===== config.mk =====
export PLATFORM = sky130hd
export DESIGN_NAME = pipe_gen
export DESIGN_NICKNAME = d
export VERILOG_FILES = /design/src/rtl/pipe_gen.sv
export SDC_FILE = /design/constraint.sdc
export NUM_CORES = 1
export LEC_CHECK = 0
export BUFFER_PORTS_ARGS = -buffer_cell sky130_fd_sc_hd__buf_2
export CORE_ASPECT_RATIO = 0.5
export CORE_MARGIN = 2
export CORE_UTILIZATION = 47
export CTS_CLUSTER_SIZE = 40
export DETAILED_ROUTE_END_ITERATION = 8
export PLACE_DENSITY = 0.68
export SYNTH_ARGS = -nofsm -noshare
export SYNTH_HDL_FRONTEND = slang
export SYNTH_SLANG_ARGS = --single-unit

===== constraint.sdc =====
create_clock -name clk -period 6 [get_ports clk]
set_input_delay 0.6 -clock clk [delete_from_list [all_inputs] [get_ports clk]]
set_output_delay 0.6 -clock clk [all_outputs]
set_load 0.01 [all_outputs]

===== src/rtl/pipe_gen.sv =====
// Scrolling pipe generator: three pipes move left on each frame tick.
// A pipe that leaves the screen respawns off the right edge with an LFSR-chosen gap.
module pipe_gen #(
    parameter int unsigned TICK_DIV = 1666667,
    parameter int unsigned SCREEN_W = 640,
    parameter int unsigned PIPE_W   = 52,
    parameter int unsigned SPACING  = 240,
    parameter int unsigned SPEED    = 2,
    parameter int unsigned BIRD_X   = 160,
    parameter int unsigned GAP_INIT = 180,
    parameter int unsigned GAP_MIN  = 40,
    parameter int unsigned SPAN     = 280
) (
    input  logic        clk,
    input  logic        rst,
    input  logic [1:0]  status,
    output logic [31:0] pipe1,
    output logic [31:0] pipe2,
    output logic [31:0] pipe3,
    output logic        pass,
    output logic        tick
);

    localparam int unsigned CW = $clog2(TICK_DIV + 1);
    localparam logic [15:0] X_BASE = 16'(SCREEN_W + PIPE_W);
    localparam logic [15:0] X_STEP = 16'(SPACING);
    localparam logic [15:0] X_WRAP = 16'(3 * SPACING);
    localparam logic [15:0] SPD    = 16'(SPEED);
    localparam logic [15:0] BX     = 16'(BIRD_X);
    localparam logic [15:0] G_INIT = 16'(GAP_INIT);
    localparam logic [15:0] G_MIN  = 16'(GAP_MIN);

    typedef enum logic [1:0] {
        S_READY,
        S_PLAY,
        S_OVER
    } state_t;

    state_t        state;
    logic [CW-1:0] cnt;
    logic [15:0]   lfsr;
    logic          fb;
    logic [8:0]    rnd;
    logic [15:0]   gap_new;
    logic [15:0]   x_q [3];
    logic [15:0]   g_q [3];
    logic [15:0]   x_d [3];
    logic [15:0]   g_d [3];
    logic          pass_d;

    always_comb begin
        unique case (status)
            2'b00:   state = S_READY;
            2'b01:   state = S_PLAY;
            default: state = S_OVER;
        endcase
    end

    assign fb      = lfsr[15] ^ lfsr[13] ^ lfsr[12] ^ lfsr[10];
    assign rnd     = lfsr[8:0];
    assign gap_new = G_MIN + ((rnd < 9'(SPAN)) ? 16'(rnd) : 16'(rnd) - 16'(SPAN));

    always_comb begin
        x_d    = x_q;
        g_d    = g_q;
        pass_d = 1'b0;
        unique case (state)
            S_READY: begin
                for (int i = 0; i < 3; i++) begin
                    x_d[i] = X_BASE + 16'(i) * X_STEP;
                    g_d[i] = G_INIT;
                end
            end
            S_PLAY: begin
                if (tick) begin
                    for (int i = 0; i < 3; i++) begin
                        x_d[i] = x_q[i] - SPD;
                        // Respawn shares one LFSR sample across pipes this tick
                        if (x_q[i] <= SPD) begin
                            x_d[i] = x_q[i] - SPD + X_WRAP;
                            g_d[i] = gap_new;
                        end
                        if (x_q[i] > BX && x_q[i] - SPD <= BX)
                            pass_d = 1'b1;
                    end
                end
            end
            default: ;
        endcase
    end

    always_ff @(posedge clk) begin
        if (rst) begin
            cnt  <= '0;
            tick <= 1'b0;
            lfsr <= 16'hACE1;
            pass <= 1'b0;
            for (int i = 0; i < 3; i++) begin
                x_q[i] <= X_BASE + 16'(i) * X_STEP;
                g_q[i] <= G_INIT;
            end
        end else begin
            cnt  <= (cnt == CW'(TICK_DIV - 1)) ? '0 : cnt + 1'b1;
            tick <= (cnt == CW'(TICK_DIV - 1));
            lfsr <= {lfsr[14:0], fb};
            pass <= pass_d;
            x_q  <= x_d;
            g_q  <= g_d;
        end
    end

    assign pipe1 = {x_q[0], g_q[0]};
    assign pipe2 = {x_q[1], g_q[1]};
    assign pipe3 = {x_q[2], g_q[2]};

endmodule


# [Word-level counts from Yosys, hierarchy flattened]
# Cells that the tools add are included.
[totals] reg_bits=135 latch_bits=0 ramBits=0 mem_bits_ro=0 inputBits=4 out_inout_bits=98 word_cells=68 n_memories=0
[op_classes] addsub=9 mul=0 div=0 magnitude_cmp=10 n_eq_ne=7 shift=0 mux=15 bitwise=5 n_reduce_logical=12
[op_table] operator="$pmux W48 S2" n=2
[op_table] operator="$mux W16" n=7
[op_table] operator="$mux W48" n=2
[op_table] operator="$add A16 B10 Y16 const B" n=3
[op_table] operator="$gt A16 B8 Y1 const B" n=3
[op_table] operator="$le A16 B2 Y1 const B" n=3
[op_table] operator="$le A16 B8 Y1 const B" n=3
[op_table] operator="$sub A16 B2 Y16 const B" n=3
[op_table] operator="$add A21 B1 Y21 const B" n=1
[op_table] operator="$eq A21 B21 Y1 const B" n=1
[op_table] operator="$add A6 B16 Y16 const A" n=1
[op_table] operator="$sub A9 B9 Y10 const B" n=1
[op_table] operator="$lt A9 B9 Y1 const B" n=1
[op_table] operator="$reduce_and A3 Y1" n=3
[op_table] operator="$ne A2 B2 Y1 const B" n=4
[op_table] operator="$eq A2 B1 Y1 const B" n=2
[op_table] operator="$logic_not A2 Y1" n=2
[op_table] operator="$pmux W2 S2" n=1
[op_table] operator="$logic_and A1 B1 Y1" n=3
[op_table] operator="$mux W1" n=3
[op_table] operator="$reduce_or A3 Y1" n=1
[op_table] operator="$xor A1 B1 Y1" n=3
[op_table] operator="$not A1 Y1" n=2
[op_table] operator="$reduce_and A2 Y1" n=1
[op_table] operator="2 further kinds" n=2

# [Depth between registers and ports, before layout]
[depth] depth_word=6 depth_mapped=12

# [Worst setup path after synthesis]
# No wires, ideal clock.
[synth_timing] kind="reg-to-reg" from="register x_q (netlist bit pipe3[17])" to="register x_q (netlist bit pipe3[29])" arrival_time_ps=2632 required_time_ps=5879 path_slack_ps=3247 stages_incl_launch_ff=12 n_path_buf=3 synth_period_minus_slack_ps=2753 path_cell_list="dfxtp_1 -> clkbuf_1 -> inv_1 -> ha_1 -> clkbuf_1 -> or3b_2 -> clkbuf_1 -> or4_1 -> xor2_1 -> o21a_1 -> a21oi_1 -> o21ai_0"
[synth_via] elab_chain_cells=5
[synth_rtl] element="start: declaration" line_no="45" text="logic [15:0] x_q [3];"
[synth_rtl] element="start signal: indexed assignment" line_no="99" text="x_q[i] <= X_BASE + 16'(i) * X_STEP;"
[synth_rtl] element="$sub A16 B2 Y16" line_no="77, 80"
[synth_rtl] element="$add A16 B10 Y16" line_no="80" text="x_d[i] = x_q[i] - SPD + X_WRAP;"
[synth_rtl] element="$mux W16 *" line_no="79" text="if (x_q[i] <= SPD) begin"
[synth_rtl] element="$mux W48 *" line_no="75" text="if (tick) begin"
[synth_rtl] element="$pmux W48 S2 *" line_no="67" text="unique case (state)"
# Every way passes the cells marked *; elsewhere a longest branch is shown, timed or not. The select of a mux whose other input is x is not followed.
# A chain may end at the register's enable or synchronous reset.

==> run_summary.xml <==
<?xml version="1.0" encoding="UTF-8"?>
<metrics>
  <group name="sta">
    <metric name="drv_slew" unit="">0</metric>
    <metric name="clock_skew" unit="ns">0.00802</metric>
    <metric name="setup_total_negative_slack" unit="ns">0</metric>
    <metric name="setup_violations" unit="">0</metric>
    <metric name="worst_margin_slew" unit="ns">1.02</metric>
    <metric name="rsz0062_at_grt" unit="">no</metric>
    <metric name="max_clock_freq" unit="MHz">345</metric>
    <metric name="worst_hold_slack_after_final_layout" unit="ns">0.406</metric>
    <metric name="worst_slew_margin_rel" unit="%">31.2</metric>
    <metric name="hold_viol_final" unit="">0</metric>
    <metric name="fin_crit" unit="ns">2.90</metric>
    <metric name="min_period_over_period" unit="%">48.4</metric>
  </group>
  <group name="cells_and_area">
    <metric name="final.fill_count" unit="">1405</metric>
    <metric name="finalInstanceArea" unit="µm²">8030</metric>
    <metric name="area.sequential" unit="µm²">2640</metric>
    <metric name="fraction_of_layout_cells_with_a_size_suffix_above_1" unit="%">17.3</metric>
    <metric name="layout.nets" unit="">966</metric>
    <metric name="area_growth_syn_to_layout" unit="%">15.0</metric>
    <metric name="antenna_cells" unit="">0</metric>
    <metric name="multi_input_area" unit="µm²">3920</metric>
    <metric name="stdcell_count" unit="">1160</metric>
  </group>
  <group name="cts">
    <metric name="clkTransAtPathRegs" unit="ns">0.06</metric>
    <metric name="clock_insertion_delay_worst_skew" unit="ns">0.41</metric>
    <metric name="htree_num_levels" unit="">4</metric>
    <metric name="cts.path.max_buffers" unit="">2</metric>
    <metric name="number_of_buffers_added_by_the_clock_tree_synthesis_step" unit="">17</metric>
    <metric name="cts_tree" unit="">done</metric>
    <metric name="post_cts_resize_count" unit="">0</metric>
    <metric name="cts_setup_buffers" unit="">0</metric>
    <metric name="clk_root_buffer_cell" unit="">clkbuf_16</metric>
    <metric name="cts.sinks" unit="">132</metric>
    <metric name="postCtsHoldBufs" unit="">0</metric>
  </group>
  <group name="logic_synthesis">
    <metric name="synthFlopType" unit="">dfxtp_1</metric>
    <metric name="syn-instance-count" unit="">894</metric>
    <metric name="count_of_flip_flops_with_a_built_in_enable_after_synthesis" unit="">0</metric>
    <metric name="synth.ff_latch_count" unit="">132</metric>
    <metric name="yosysWarningCount" unit="">0</metric>
    <metric name="synth-xor-area-share" unit="%">5.40</metric>
    <metric name="synthArstFlopShare" unit="%">0</metric>
    <metric name="average_size_of_a_mapped_cell" unit="µm²">7.81</metric>
    <metric name="synth.yosys.seq_area_share" unit="%">37.9</metric>
    <metric name="muxShareOfSynthArea" unit="%">0.914</metric>
    <metric name="synth_compound_area_share" unit="%">21.9</metric>
    <metric name="unique_cell_type_count_in_the_yosys_netlist" unit="">74</metric>
    <metric name="synth-adder-area-share" unit="%">2.33</metric>
    <metric name="largest_family_of_logic_cells_by_synthesized_area" unit="">simple AND/OR/NAND/NOR gates</metric>
    <metric name="post_synth_instance_area" unit="µm²">6980</metric>
    <metric name="synth_simple_gate_area_share" unit="%">25.5</metric>
  </group>
  <group name="critical_path">
    <metric name="critical_path_required" unit="ns">6.35</metric>
    <metric name="endpoint_kind" unit="">register</metric>
    <metric name="critPathMaxFanout" unit="">62</metric>
    <metric name="critPathLaunchType" unit="">input pin</metric>
    <metric name="critical_path_class" unit="">input pin to register</metric>
    <metric name="r2r.worst_path.cells" unit="">10</metric>
    <metric name="worst-endpoint-arrival" unit="ns">3.25</metric>
  </group>
  <group name="floorplan">
    <metric name="fp.dieW" unit="µm">176</metric>
    <metric name="ios" unit="">102</metric>
    <metric name="initial_core_util" unit="%">48.2</metric>
    <metric name="floorplan.die_area" unit="µm²">15900</metric>
    <metric name="core_area" unit="µm²">14500</metric>
    <metric name="std_cell_rows" unit="">31</metric>
    <metric name="die_y" unit="µm">90.2</metric>
  </group>
  <group name="drt">
    <metric name="drt-vias-per-instance" unit="">5.79</metric>
    <metric name="drc_errors" unit="">0</metric>
    <metric name="wl_per_cell" unit="µm">15.9</metric>
    <metric name="vias_post_dr" unit="">6716</metric>
    <metric name="dr_iter_0_viols" unit="">571</metric>
    <metric name="total_wirelength" unit="mm">18.5</metric>
    <metric name="drt_pass1_iterations" unit="">6</metric>
    <metric name="drtAntennaViolNets" unit="">0</metric>
  </group>
  <group name="placed_design">
    <metric name="detailed_placer_s_ending_hpwl" unit="mm">12.6</metric>
    <metric name="detailed_place.area" unit="µm²">7450</metric>
    <metric name="placed_cells_incl_taps" unit="">1128</metric>
    <metric name="port-buffer-count" unit="">98</metric>
    <metric name="place.gp.congestion" unit="">0.904</metric>
  </group>
  <group name="global_route">
    <metric name="initial_antenna_violation_count" unit="">0</metric>
    <metric name="globalRouteOverflowTotal" unit="">0</metric>
    <metric name="first_pass_grt_wire_length" unit="mm">30.5</metric>
    <metric name="first_global_vias" unit="">6096</metric>
    <metric name="track_usage" unit="%">23.2</metric>
    <metric name="grt_max_degree" unit="">63</metric>
  </group>
  <group name="min_path">
    <metric name="hold_path_depth" unit="">1</metric>
    <metric name="worstHoldPathType" unit="">register to register</metric>
  </group>
  <group name="flow_run">
    <metric name="cap_viol_max_count" unit="">0</metric>
  </group>
  <group name="power_and_ir_drop">
    <metric name="peakVddDrop" unit="µV">203</metric>
    <metric name="p_leak" unit="nW">3.04</metric>
    <metric name="power.density" unit="nW/µm²">250</metric>
    <metric name="finalPower" unit="mW">2.00</metric>
  </group>
  <group name="run_status">
    <metric name="outcome" unit="">completed</metric>
  </group>
</metrics>
metrics by stage:
stage / setup WS, ns / utilization (%)
finish: 3.10 / 55.5
global route: 2.85 / 55.5
CTS: 3.14 / 55.5
detailed placement: 2.71 / 51.5
global placement: 2.81 / 51.5
floorplan: 3.25 / -
worst max-delay path: stages:
cell and delay [ns]:
buf_2 0.10, buf_4 0.29, inv_1 0.69, nand3_1 0.73, a31o_2 0.51, o21ai_0 0.18, a21o_1 0.14
sequential cells by signal, indices dropped and copies added (netlist names):
name   cells
pipe1     31
lfsr      16
tick       1
pipe3     31
cnt       21
pass       1
pipe2     31
routing by layer:
| layer | up-vias | GRT usage (%) | part of all wire, % |
|---|---|---|---|
| li1 | 3321 | - | - |
| met5 | - | 0 | 0 |
| met1 | 3174 | 32.6 | 48 |
| met3 | 14 | 4.40 | 6.4 |
| met4 | 0 | 5.72 | 0.78 |
| met2 | 207 | 36.7 | 45 |
synth_stat cells, types with 7 or more instances:
master,n,area [µm²]
o22ai_1,9,56.3
nor2_1,86,323
a31oi_1,12,75.1
nor4_1,24,150
xor2_1,15,131
or4_1,8,60.1
clkbuf_1,55,206
nand2_1,103,387
nor3_1,30,150
nand4_1,9,56.3
or2_2,12,75.1
nand3_1,26,130
xnor2_1,28,245
a21o_1,8,60.1
ha_1,13,163
a21oi_1,77,385
o211ai_1,12,90.1
or3_1,19,119
dfxtp_1,132,2640
o21ai_0,56,280
o31ai_1,7,52.6
nor2b_1,9,56.3
inv_1,31,116
path summary, 6_finish.rpt:
check	from	end	slack, ns
hold reg to reg	lfsr[14]$_SDFF_PP0_	lfsr[15]$_SDFF_PP1_	0.41
hold / removal	lfsr[14]$_SDFF_PP0_	lfsr[15]$_SDFF_PP1_	0.41
setup / recovery	rst	pipe2[29]$_SDFFE_PP0P_	3.10
setup reg to reg	pipe1[18]$_SDFFE_PP1P_	pipe1[22]$_SDFFE_PP0P_	3.14
final cells by class:
type	instances	share of cell area, %
Inverter	31	1.45
Timing Repair Buffer	102	6.49
Clock inverter	12	1.50
Tap cell	198	3.09
Clock buffer	20	5.69
Multi-Input combinational cell	665	48.9
Sequential cell	132	32.9
logic make-up (layout without fill, tap and decap cells):
kind of cell	count (synthesis)	after routing
xor gates and xnor gates	43	43
adders and majority gates	13	13
and+or+nand+nor	360	360
other	1	3
AOI/OAI and AO/OA	240	240
muxes	6	6
DFF	132	132
buffers and inverters	99	165
where the power goes:
part / internal (mW) / switching (mW)
combinational: 0.0305 / 0.0570
sequential: 0.893 / 0.0144
clock: 0.600 / 0.408
total: 1.52 / 0.480
layout by cell type (no fill, tap or decap), drive strengths merged, types with 25 or more instances in the layout:
master and n:
a21oi 78, buf 102, nor4 25, nor2 87, dfxtp 132, nor3 30, xnor2 28, nand2 103
inv 36, nand3 26, o21ai 59
Power figures use the tool's default switching activity.
